**src/rtl/epu_dma_master.sv**
```systemverilog
// ============================================================================
// epu_dma_master
// ----------------------------------------------------------------------------
// AXI master that feeds the EPU. It reads raw YUV words from system memory in
// INCR bursts into a small internal buffer, then writes each buffer out as one
// write burst to a destination window. By default that window is the EPU
// raw-data FIFO port. Only one AXI transaction is in flight at any time.
//
// Build option:
//   DMA_DST_INC_EN  defined   : AWBURST=INCR. The destination advances after
//                               every burst, and bursts also split at the
//                               destination's 4 KB boundaries. Use this for
//                               memory-to-memory copies.
//                   undefined : AWBURST=FIXED. Every burst goes to the same
//                               destination address (the EPU FIFO).
//
// Ports:
//   clk, rst              clock and synchronous active-high reset
//   start                 one-cycle job request; honoured only when idle
//   src_addr, dst_addr    byte addresses; bits [1:0] are ignored
//   word_cnt              number of 32-bit words to move
//   busy                  job in progress (RADDR..WRESP)
//   done_irq              sticky completion flag, cleared by the next start
//   err                   sticky error flag (non-OKAY RRESP/BRESP)
//   AR*/R*/AW*/W*/B*      AXI4 master channels: 32-bit data, 4-bit IDs
// ============================================================================
`timescale 1ns/1ps

module epu_dma_master #(
    parameter int         MAX_BURST = 16,
    parameter logic [3:0] AXI_ID    = 4'd2
) (
    input  logic        clk,
    input  logic        rst,

    input  logic        start,
    input  logic [31:0] src_addr,
    input  logic [31:0] dst_addr,
    input  logic [15:0] word_cnt,
    output logic        busy,
    output logic        done_irq,
    output logic        err,

    output logic [3:0]  ARID,
    output logic [31:0] ARADDR,
    output logic [3:0]  ARLEN,
    output logic [2:0]  ARSIZE,
    output logic [1:0]  ARBURST,
    output logic        ARVALID,
    input  logic        ARREADY,

    input  logic [3:0]  RID,
    input  logic [31:0] RDATA,
    input  logic [1:0]  RRESP,
    input  logic        RLAST,
    input  logic        RVALID,
    output logic        RREADY,

    output logic [3:0]  AWID,
    output logic [31:0] AWADDR,
    output logic [3:0]  AWLEN,
    output logic [2:0]  AWSIZE,
    output logic [1:0]  AWBURST,
    output logic        AWVALID,
    input  logic        AWREADY,

    output logic [31:0] WDATA,
    output logic [3:0]  WSTRB,
    output logic        WLAST,
    output logic        WVALID,
    input  logic        WREADY,

    input  logic [3:0]  BID,
    input  logic [1:0]  BRESP,
    input  logic        BVALID,
    output logic        BREADY
);

    localparam int          IDX_W = (MAX_BURST > 1) ? $clog2(MAX_BURST) : 1;
    localparam logic [15:0] MB16  = 16'(MAX_BURST);
    localparam logic [1:0]  BURST_FIXED = 2'b00;
    localparam logic [1:0]  BURST_INCR  = 2'b01;
    localparam logic [2:0]  SIZE_WORD   = 3'b010;

    typedef enum logic [2:0] {
        S_IDLE,
        S_RADDR,
        S_RDATA,
        S_WADDR,
        S_WDATA,
        S_WRESP,
        S_DONE
    } state_t;

    state_t state, state_n;

    logic [31:0] src_q;
    logic [31:0] dst_q;
    logic [15:0] rem_q;
    logic [4:0]  blen_q;
    logic [4:0]  beat;
    logic        err_q;
    logic        done_q;
    logic [31:0] mem_buf [0:MAX_BURST-1];

    logic [4:0]       blen_c;
    logic [15:0]      blen_full;
    logic [10:0]      w4k_src;
    logic [10:0]      w4k_dst;
    logic [IDX_W-1:0] beat_idx;
    logic             wlast_c;

    // IDs are not checked, and the low address bits are forced to zero.
    logic unused_bits;
    assign unused_bits = ^{RID, BID, src_addr[1:0], dst_addr[1:0]};

    assign beat_idx = beat[IDX_W-1:0];
    assign wlast_c  = (beat == (blen_q - 5'd1));
    assign busy     = (state != S_IDLE) && (state != S_DONE);
    assign done_irq = done_q;
    assign err      = err_q;

    // Burst length: the smallest of the words remaining, the buffer depth, and
    // the words left before the next 4 KB page. No burst may cross a page.
    always_comb begin
        w4k_src   = 11'd1024 - {1'b0, src_q[11:2]};
        w4k_dst   = 11'd1024 - {1'b0, dst_q[11:2]};
        blen_full = rem_q;
        if ({5'd0, w4k_src} < blen_full)
            blen_full = {5'd0, w4k_src};
`ifdef DMA_DST_INC_EN
        if ({5'd0, w4k_dst} < blen_full)
            blen_full = {5'd0, w4k_dst};
`endif
        if (MB16 < blen_full)
            blen_full = MB16;
        blen_c = 5'(blen_full);
    end

    always_ff @(posedge clk) begin
        if (rst)
            state <= S_IDLE;
        else
            state <= state_n;
    end

    // Next state and AXI outputs. Every output is decoded from the registered
    // state only, so no READY input can reach a VALID output combinationally.
    always_comb begin
        state_n = state;
        ARID    = AXI_ID;
        ARADDR  = 32'd0;
        ARLEN   = 4'd0;
        ARSIZE  = 3'd0;
        ARBURST = 2'd0;
        ARVALID = 1'b0;
        RREADY  = 1'b0;
        AWID    = AXI_ID;
        AWADDR  = 32'd0;
        AWLEN   = 4'd0;
        AWSIZE  = 3'd0;
        AWBURST = 2'd0;
        AWVALID = 1'b0;
        WDATA   = 32'd0;
        WSTRB   = 4'd0;
        WLAST   = 1'b0;
        WVALID  = 1'b0;
        BREADY  = 1'b0;

        case (state)
            S_IDLE: begin
                if (start)
                    state_n = (word_cnt == 16'd0) ? S_DONE : S_RADDR;
            end
            S_RADDR: begin
                ARVALID = 1'b1;
                ARADDR  = src_q;
                ARLEN   = 4'(blen_c - 5'd1);
                ARSIZE  = SIZE_WORD;
                ARBURST = BURST_INCR;
                if (ARREADY)
                    state_n = S_RDATA;
            end
            S_RDATA: begin
                RREADY = 1'b1;
                // An error anywhere in the burst cancels the write phase.
                // The burst is still drained to RLAST first.
                if (RVALID && RLAST)
                    state_n = (err_q || (RRESP != 2'b00)) ? S_DONE : S_WADDR;
            end
            S_WADDR: begin
                AWVALID = 1'b1;
                AWADDR  = dst_q;
                AWLEN   = 4'(blen_q - 5'd1);
                AWSIZE  = SIZE_WORD;
`ifdef DMA_DST_INC_EN
                AWBURST = BURST_INCR;
`else
                AWBURST = BURST_FIXED;
`endif
                if (AWREADY)
                    state_n = S_WDATA;
            end
            S_WDATA: begin
                WVALID = 1'b1;
                WDATA  = mem_buf[beat_idx];
                WSTRB  = 4'hF;
                WLAST  = wlast_c;
                if (WREADY && wlast_c)
                    state_n = S_WRESP;
            end
            S_WRESP: begin
                BREADY = 1'b1;
                if (BVALID) begin
                    if (BRESP != 2'b00)
                        state_n = S_DONE;
                    else if (rem_q == {11'd0, blen_q})
                        state_n = S_DONE;
                    else
                        state_n = S_RADDR;
                end
            end
            S_DONE: begin
                state_n = S_IDLE;
            end
            default: begin
                state_n = S_IDLE;
            end
        endcase
    end

    // Sticky status flags.
    always_ff @(posedge clk) begin
        if (rst) begin
            err_q  <= 1'b0;
            done_q <= 1'b0;
        end else begin
            if ((state == S_IDLE) && start) begin
                err_q  <= 1'b0;
                done_q <= 1'b0;
            end
            if ((state == S_RDATA) && RVALID && (RRESP != 2'b00))
                err_q <= 1'b1;
            if ((state == S_WRESP) && BVALID && (BRESP != 2'b00))
                err_q <= 1'b1;
            if (state == S_DONE)
                done_q <= 1'b1;
        end
    end

    // Job registers and the burst buffer. These are not reset: each one is
    // loaded again before it is used, whether by the next start or by the
    // next burst.
    always_ff @(posedge clk) begin
        case (state)
            S_IDLE: begin
                if (start) begin
                    src_q <= {src_addr[31:2], 2'b00};
                    dst_q <= {dst_addr[31:2], 2'b00};
                    rem_q <= word_cnt;
                end
            end
            S_RADDR: begin
                beat <= 5'd0;
                if (ARREADY)
                    blen_q <= blen_c;
            end
            S_RDATA: begin
                if (RVALID) begin
                    mem_buf[beat_idx] <= RDATA;
                    beat <= beat + 5'd1;
                    if (RLAST)
                        src_q <= src_q + {25'd0, blen_q, 2'b00};
                end
            end
            S_WADDR: begin
                beat <= 5'd0;
            end
            S_WDATA: begin
                if (WREADY)
                    beat <= beat + 5'd1;
            end
            S_WRESP: begin
                if (BVALID) begin
                    rem_q <= rem_q - {11'd0, blen_q};
`ifdef DMA_DST_INC_EN
                    dst_q <= dst_q + {25'd0, blen_q, 2'b00};
`endif
                end
            end
            default: begin
            end
        endcase
    end

endmodule
```
**config.mk**
```make
export PLATFORM = sky130hd
export DESIGN_NAME = epu_dma_master
export DESIGN_NICKNAME = d
export VERILOG_FILES = /design/src/rtl/epu_dma_master.sv
export SDC_FILE = /design/constraint.sdc
export NUM_CORES = 1
export LEC_CHECK = 0
export ABC_AREA = 0
export BUFFER_PORTS_ARGS = -buffer_cell sky130_fd_sc_hd__buf_2
export CAP_MARGIN = 20
export CORE_UTILIZATION = 30
export CTS_CLUSTER_DIAMETER = 60
export DETAILED_ROUTE_END_ITERATION = 6
export PLACE_DENSITY_LB_ADDON = 0.08
export SKIP_CTS_REPAIR_TIMING = 1
export SYNTH_ARGS = -nofsm -noshare
export SYNTH_HDL_FRONTEND = slang
export SYNTH_SLANG_ARGS = --single-unit
```
**constraint.sdc**
```tcl
create_clock -name clk -period 12.3 [get_ports clk]
set_clock_uncertainty 0.1 [all_clocks]
set_input_delay 2.46 -clock clk [delete_from_list [all_inputs] [get_ports clk]]
set_output_delay 2.46 -clock clk [all_outputs]
set_load 0.02 [all_outputs]
```
# --- Yosys cells after proc, flatten, opt, wreduce, memory -nomap -nowiden ---
# Memory sizes are Yosys's and may differ from the RTL's. A register that Yosys moved wholly into a read port is not among the register bits.
# Cells that the tools add are included.
op_classes:
  order_cmp: 2
  reduce_logical: 26
  n_mux: 46
  eq_ne: 18
  n_addsub: 6
op_table:
  columns: ["operator", "count"]
  rows:
  - ["$mux W32", 6]
  - ["$pmux W32 S2", 1]
  - ["$mux W16", 3]
  - ["$add A32 B7 Y32", 1]
  - ["$pmux W16 S2", 1]
  - ["$mux W3", 10]
  - ["$ne A2 B2 Y1 const B", 9]
  - ["$pmux W3 S6", 1]
  - ["$eq A16 B5 Y1", 1]
  - ["$logic_not A16 Y1", 1]
  - ["$lt A11 B16 Y1", 1]
  - ["$lt A5 B16 Y1 const A", 1]
  - ["$mux W4", 4]
  - ["$sub A16 B5 Y16", 1]
  - ["$mux W5", 3]
  - ["$pmux W5 S3", 1]
  - ["$mux W1", 14]
  - ["$sub A11 B10 Y11 const A", 1]
  - ["$reduce_bool A2 Y1", 5]
  - ["$eq A3 B3 Y1 const B", 3]
  - ["$reduce_bool A3 Y1", 3]
  - ["$logic_and A1 B1 Y1", 8]
  - ["$eq A3 B2 Y1 const B", 2]
  - ["$reduce_and A3 Y1", 2]
  - ["other kinds (13)", 15]
word_totals:
  register_bits: 93
  n_memories: 1
  mem_bits_rw: 512
  in_bits: 133
mem_list:
  columns: ["memory", "depth", "word_bits", "rd", "rd_ports_with_merged_regs", "wr", "line_no", "rtl"]
  rows:
  - ["mem_buf", 16, 32, 1, 1, 1, "104", "logic [31:0] mem_buf [0:MAX_BURST-1];"]

# --- Logic depth before layout (Yosys ltp) ---
# Gate-level depths: netlist of the first run.
logic_depth:
  word_depth: 7
  mapped_depth: 17
  ltp_nobuf: 16

# --- Least setup slack after synthesis of the first run ---
# Ideal clock, no wire load.
synth_path:
  kind: "register to output"
  from: "reg src_q[3]"
  to: "out ARLEN[2]"
  n_path_buf: 1
  arrival_ps: 3869
  path_stages_with_launch: 16
  slack_ps: 5871
  required_time_ps: 9740
  cell_sequence: "edfxtp_1 -> inv_1 -> ha_1 -> nand3b_1 -> or4_4 -> nor3_1 -> ha_1 -> a211oi_1 -> nand2_1 -> o31ai_2 -> buf_4 -> mux2i_1 -> or3_4 -> ha_1 -> nand2b_1 -> mux2i_1"
synth_between:
  elab_chain_cells: 7
synth_lines:
  columns: ["item", "line_no", "rtl"]
  rows:
  - ["from (decl)", "97", "logic [31:0] src_q;"]
  - ["from (signal assigned)", "258", "src_q <= {src_addr[31:2], 2'b00};"]
  - ["from (signal assigned)", "273", "src_q <= src_q + {25'd0, blen_q, 2'b00};"]
  - ["$sub A11 B10 Y11 (*)", "126", "w4k_src = 11'd1024 - {1'b0, src_q[11:2]};"]
  - ["$lt A11 B16 Y1", "129", "if ({5'd0, w4k_src} < blen_full)"]
  - ["$mux W16 (*)", "129", null]
  - ["$lt A5 B16 Y1", "135", "if (MB16 < blen_full)"]
  - ["$mux W5 (*)", "135", null]
  - ["$sub A4 B1 Y4 (*)", "178", "ARLEN = 4'(blen_c - 5'd1);"]
  - ["$mux W4 (*)", "170", "case (state)"]
  - ["to (decl)", "46", "output logic [3:0] ARLEN,"]
# Every way passes the cells marked *; elsewhere a longest branch is shown, timed or not.

# --- Final worst setup path of the first run ---
# Ends and elaborated chain as after synthesis.

==> results of run 1 <==
-- path summary, 6_finish.rpt --
kind | startpoint | endpoint | cells past startpoint
hold / removal | err$_SDFFE_PP0P_ | err$_SDFFE_PP0P_ | 2
setup reg to reg | state[0]$_SDFFE_PP0P_ | mem_buf[3][5]$_DFFE_PP_ | 7
setup / recovery | src_q[3]$_DFFE_PP_ | ARLEN[2] | 16
hold reg to reg | err$_SDFFE_PP0P_ | err$_SDFFE_PP0P_ | 2
-- flip-flops by register name, indices dropped and copies added (netlist names), named ones only --
name	flops
mem_buf	512
dst_q	30
src_q	30
rem_q	16
beat	5
blen_q	5
state	3
done_irq	1
err	1
-- cell families after synthesis --
group | Yosys count | share of synthesized area, %
AO/OA/AOI/OAI | 109 | 2.654
flip-flops | 607 | 70.34
multiplexers | 168 | 14.29
adder cells (fa/ha/maj) | 29 | 1.465
AND/OR/NAND/NOR | 317 | 6.652
buffers and inverters | 133 | 2.421
XOR/XNOR | 61 | 2.145
other | 2 | 0.02912
-- report_power, final --
| group | internal, mW | switching [mW] |
|---|---|---|
| registers | 2.45 | 0.184 |
| logic | 0.800 | 0.945 |
| clock network | 1.29 | 0.892 |
-- layout by cell type, fill, tap and decap left out, drive strengths merged, types with 19 or more instances in the layout --
master,netlist,final
ha,27,27
inv,37,45
nand2,81,81
conb,2,19
nor2,47,47
buf,46,267
xnor2,34,34
clkinv,0,24
edfxtp,598,598
clkbuf,50,99
mux4,160,160
and3,37,37
o21ai,55,55
and2,63,63
xor2,27,27
-- per-stage QoR --
step | std cells | total power, mW
6_report | 2898 | 6.557
5_1_grt | 2896 | 6.902
4_1_cts | 2896 | 6.694
3_5_place_dp | 2758 | 4.478
3_3_place_gp | 2758 | 4.474
2_1_floorplan | 1443 | 3.913
-- critical path, delay by kind of cell (launching register included) --
family,cells,cell delay [ns]
DFF,1,0.47
and+or+nand+nor,6,1.54
buffers and inverters,3,0.65
adders and majority gates,3,0.81
AOI/OAI and AO/OA,3,0.64
muxes,1,0.26
-- synthesized netlist by cell type (all sizes together) (34+ instances only) --
| cell | n |
|---|---|
| buf | 46 |
| o21ai | 55 |
| clkbuf | 50 |
| inv | 37 |
| and2 | 63 |
| edfxtp | 598 |
| xnor2 | 34 |
| nand2 | 81 |
| mux4 | 160 |
| nor2 | 47 |
| and3 | 37 |
-- cell type report --
cell class              instances  area share, %
clock inverters                39          1.219
well taps                    1144          4.647
repair buffers                267          4.590
multi-input cells             703          23.42
inverters                      37         0.4509
flip-flops and latches        607          58.93
clock buffers                  99          6.731
diodes                          2        0.01625
-- metal layers --
metal	GRT usage [%]	vias up	share of wire, %	routed length (um)
li1	-	6167	-	-
met1	20.83	7213	43	29750
met2	27.01	310	50	34410
met3	2.864	97	4.0	2722
met4	4.183	6	2.2	1508
met5	0	-	0.060	41
==> out/metrics.yaml, run 1 <==
timing:
  slew_viol_final: 0
  slew_headroom_pct: 34.32
  hold_viol_final: 0
  finalSetupTns_ns: 0
  tightest_slew_ns: 0.9852
  holdWs_ns: 0.4164
  finalSetupViolations: 0
  rsz0062_at_grt: "no"
  max_freq_mhz: 132.7
  fin_crit_ns: 7.533
  worst_slack_ns: 4.767
  period_share_pct: 61.25
die:
  core-area_um2: 85150
  rows: 107
  die_w_um: 295.2
  die-area_um2: 87130
  io_pins: 268
  initial_core_util_pct: 30.28
  die_h_um: 295.2
placed_design:
  post-dp-hpwl_mm: 38.85
  gp_congestion: 0.7601
  pre_cts_ws_ns: 5.301
  dpl-instance-area_um2: 28350
  io_buffers: 236
critical_path:
  startpoint_type: "flip-flop"
  crit_path_max_fanout: 12
  path_cells: "inv_1 -> ha_1 -> nand3b_1 -> or4_4 -> nor3_1 -> ha_1 -> a211oi_1 -> nand2_1 -> o31ai_2 -> buf_4 -> a41oi_4 -> or3_4 -> ha_1 -> nand2b_1 -> mux2i_1 -> buf_2"
  crit_required_ns: 9.74
  crit_path_end_kind: "output port"
  critical_path.max_stage_delay_ns: 0.49
  critPathSlowestCell: "or4_4"
  ff2ff_setup_slack_ns: 8.37
  cpMostUsedCell: "ha_1"
  criticalPathCategory: "reg -> out"
  arrival_ns: 4.97
synth:
  yosys.area.top_type: "edfxtp_1"
  yosysTopAreaCellShare_pct: 69.64
  ys_async_sr_fraction_pct: 0
  synth_ff_type: "edfxtp_1"
  post_synth.cell_area_avg_um2: 18.08
  yosysSeqAreaShare_pct: 70.34
  ys_warn_count: 0
  synth-edff-count: 598
  synth_area_leaders: "edfxtp_1 70%, mux4_2 14%, and2_1 1.5%"
  synthCells: 1426
  synth_cell_types: 65
  synth-seq-cells: 607
  synthesis.area_um2: 25790
clock_network:
  htreeDepth: 3
  cts_tree: "done"
  clk_pin_slew_worst_paths_ns: 0.06
  cts_buffer_depth: 3
  clk_root_buffer_cell: "clkbuf_16"
  clock_sink_count: 607
  clk_latency_ns: 0.62
  numCtsBuffers: 79
global_routing:
  grt_first_pass_wirelength_mm: 100.1
  grt_pass1_vias: 14490
  grt_max_degree: 61
  overflow: 0
  grt_usage_pct: 15.88
  antenna_found_initial: 6
finish:
  fillers: 8101
  final_layout_size_suffix_gt1_share_pct: 33.11
  nets: 1857
  final_area_um2: 30800
  ff_latch_area_um2: 18150
  multi_input_area_um2: 7213
  fin_util_pct: 36.17
  areaGrowthSynthToFinish_pct: 19.45
drt:
  ant_nets: 0
  drt_iter0_markers: 814
  dr.pass1.iters: 5
  avgViaCountPerCell: 4.759
  wl_per_cell_um: 23.61
  route.vias.total: 13790
  routed_wl_mm: 68.44
  drc: 0
power_and_ir_drop:
  p_leak_nw: 10.62
  max-vdd-ir-drop_uv: 119.0
  power.density_nw_per_um2: 212.9
min_path:
  min_path_type: "reg -> reg"
run:
  drv_cap: 0
outcome:
  outcome: "completed"
(Power assumes the default switching activity.)
==> inputs of run 2 (changes only) <==
==> constraint.sdc (replaced) <==
create_clock -name clk -period 6.15 [get_ports clk]
set_clock_uncertainty 0.1 [all_clocks]
set_input_delay 1.23 -clock clk [delete_from_list [all_inputs] [get_ports clk]]
set_output_delay 1.23 -clock clk [all_outputs]
set_load 0.02 [all_outputs]
==> out/metrics.yaml, run 2 (synthesized netlist as in run 1, its figures left out) <==
min_path:
  min_path_type: "reg -> reg"
  min_from: "err$_SDFFE_PP0P_"
  holdPathEnd: "err$_SDFFE_PP0P_"
  worstHoldPathCells: 2  # unchanged
clock_network:
  cts_tree: "done"
  clk_pin_slew_worst_paths_ns: 0.05  # about the same
  cts_buffer_depth: 3  # unchanged
  clk_root_buffer_cell: "clkbuf_16"
  clk_latency_ns: 0.62  # about the same
  numCtsBuffers: 77  # -2.5%
  htreeDepth: 3  # unchanged
  clock_sink_count: 607  # unchanged
finish:
  final_layout_size_suffix_gt1_share_pct: 34.01  # +0.91 points
  top_register: "mem_buf"
  nets: 1862  # +0.27%
  fin_util_pct: 36.41  # +0.24 points
  largest_reg_flops: 512  # unchanged
  ff_latch_area_um2: 18150  # unchanged
  layout_commonest_cell: "edfxtp_1"
  multi_input_area_um2: 7268  # +0.76%
  final_cell_mix: "598 x edfxtp_1, 236 x buf_2, 160 x mux4_2, 81 x nand2_1, 78 x clkbuf_16"
  top_regs: "mem_buf (512), dst_q (30), src_q (30)"
  areaGrowthSynthToFinish_pct: 20.24
  fillers: 8122  # +0.26%
critical_path:
  startpoint_type: "flip-flop"
  critPathSlowestCell: "edfxtp_1"
  reg2reg_to: "mem_buf[7][14]$_DFFE_PP_"
  startpoint: "src_q[2]$_DFFE_PP_"
  critical_path.max_stage_delay_ns: 0.50  # about the same
  cpMostUsedCell: "ha_1"
  crit_path_end_kind: "output port"
  crit_buf_inv: 2  # -1
  crit_required_ns: 4.82  # -4.92 ns
  ff2ff_setup_slack_ns: 2.31  # -6.06 ns
  criticalPathCategory: "reg -> out"
  arrival_ns: 4.54  # -0.43 ns
  worstReg2RegStart: "state[0]$_SDFFE_PP0P_"
  crit_path_max_fanout: 6  # -6
  worst_path_dominant_cell_family: "simple AND/OR/NAND/NOR gates"
  reg2regPathDepth: 7  # unchanged
  path_cells: "inv_2 -> ha_4 -> nand3b_1 -> or4_4 -> nor3_2 -> ha_1 -> a211oi_1 -> nand2_1 -> o31ai_4 -> a41oi_4 -> or3_4 -> ha_1 -> nand2b_1 -> mux2i_1 -> buf_4"
global_routing:
  antenna_found_initial: 8  # +2
  grt_usage_pct: 15.98  # +0.098 points
  grt_max_degree: 68  # +11%
  grt_first_pass_wirelength_mm: 100.6  # +0.49%
  grt_pass1_vias: 14430  # -0.39%
  overflow: 0  # unchanged
power_and_ir_drop:
  internal_power_mw: 9.163  # +100%
  max-vdd-ir-drop_uv: 202.1  # +70%
  swShare_pct: 30.93  # +0.11 points
  p_clk_share_pct: 33.2  # about the same
  pwr-share-comb_pct: 26.5  # about the same
  power.density_nw_per_um2: 427.9  # +100%
  seq_power_share_pct: 40.3  # +0.2 points
  p_leak_nw: 10.70  # +0.76%
  p_sw_mw: 4.104  # +100%
timing:
  tightest_slew_ns: 1.074  # +0.08884 ns
  hold_viol_final: 0  # unchanged
  slew_viol_final: 0  # unchanged
  period_share_pct: 95.50
  max_freq_mhz: 170.3
  finalSetupViolations: 0  # unchanged
  rsz0062_at_grt: "no"
  worst_slack_ns: 0.2768  # -4.490 ns
  slew_headroom_pct: 28.23  # -6.1 points
  fin_crit_ns: 5.873
drt:
  drt_iter0_markers: 824  # +1.2%
  wl_per_cell_um: 23.70  # +0.34%
  dr.pass1.iters: 4  # -1
  ant_nets: 0  # unchanged
  avgViaCountPerCell: 4.737  # -0.47%
  routed_wl_mm: 68.86  # +0.62%
  route.vias.total: 13770  # -0.20%
  drc: 0  # unchanged
die:
  core-area_um2: 85150  # unchanged
  die-area_um2: 87130  # unchanged
  die_h_um: 295.2  # unchanged
  rows: 107  # unchanged
  initial_core_util_pct: 30.28  # unchanged
  io_pins: 268  # unchanged
  die_w_um: 295.2  # unchanged
outcome:
  outcome: "completed"
run:
  drv_cap: 0  # unchanged
placed_design:
  gp_congestion: 0.7498  # -1.4%
  io_buffers: 236  # unchanged
  post-dp-hpwl_mm: 40.56  # +4.4%
  pre_cts_ws_ns: 0.4957  # -4.805 ns
==> run 2: changes by cell type in the layout (fill, tap and decap cells not counted), moves of 3 or more <==
cell / delta
clkinv_2: +6
buf_12: +4
clkbuf_1: -4
inv_16: -3
nor3_4: +3
==> run 2: cell type report <==
type                       instances  area share (%)
antenna                            1        0.008071
clock buffer                      94           6.521
clock inverter                    46           1.525
inverter                          37          0.4479
multi-input combinational        703           23.44
sequential                       607           58.54
tap                             1144           4.616
timing repair buffer             274           4.903
==> run 2: metrics by stage <==
stage | power (mW) | setup TNS [ns] | instances | cell area (um2) | hold slack, ns
finish | 13.27 | 0 | 2906 | 31010 | 0.4254
global route | 13.95 | 0 | 2905 | 31000 | 0.4746
CTS | 13.51 | -0.2781 | 2897 | 30900 | 0.4349
detailed placement | 9.043 | 0 | 2757 | 28410 | 0.4282
global placement | 9.040 | 0 | 2757 | 28410 | 0.3987
floorplan | 7.826 | 0 | 1443 | 25850 | 0.4699
==> run 2: worst max-delay path by stage <==
| stage | endpoint | slack, ns | depth (start not counted) |
|---|---|---|---|
| global route | ARLEN[2] | 0.002 | 15 |
| finish | ARLEN[2] | 0.28 | 15 |
| CTS | ARLEN[2] | -0.19 | 16 |
| detailed placement | ARLEN[2] | 0.50 | 16 |
| global placement | ARLEN[2] | 0.50 | 16 |
| floorplan | ARLEN[2] | 0.95 | 15 |
==> run 2: tightest hold or removal path, stage by stage (launching register included) <==
cell     delay (ns)
dfxtp_1        0.31
o21ai_0        0.07
a31oi_1        0.09
==> run 2: per-layer routing <==
layer | GRT usage, % | routed length [um] | vias up
li1 | - | - | 6185
met1 | 21.31 | 30410 | 7203
met2 | 26.85 | 34450 | 282
met3 | 3.000 | 2752 | 88
met4 | 3.817 | 1184 | 8
met5 | 0 | 56 | -
==> run 2: power groups by stage <==
| stage | combinational, mW | clock [mW] | sequential (mW) |
|---|---|---|---|
| 2_1_floorplan | 2.74 | 0 | 5.09 |
| 3_3_place_gp | 3.59 | 0 | 5.45 |
| 3_5_place_dp | 3.58 | 0 | 5.46 |
| 4_1_cts | 3.59 | 4.54 | 5.38 |
| 5_1_grt | 3.86 | 4.68 | 5.42 |
| 6_report | 3.51 | 4.40 | 5.35 |
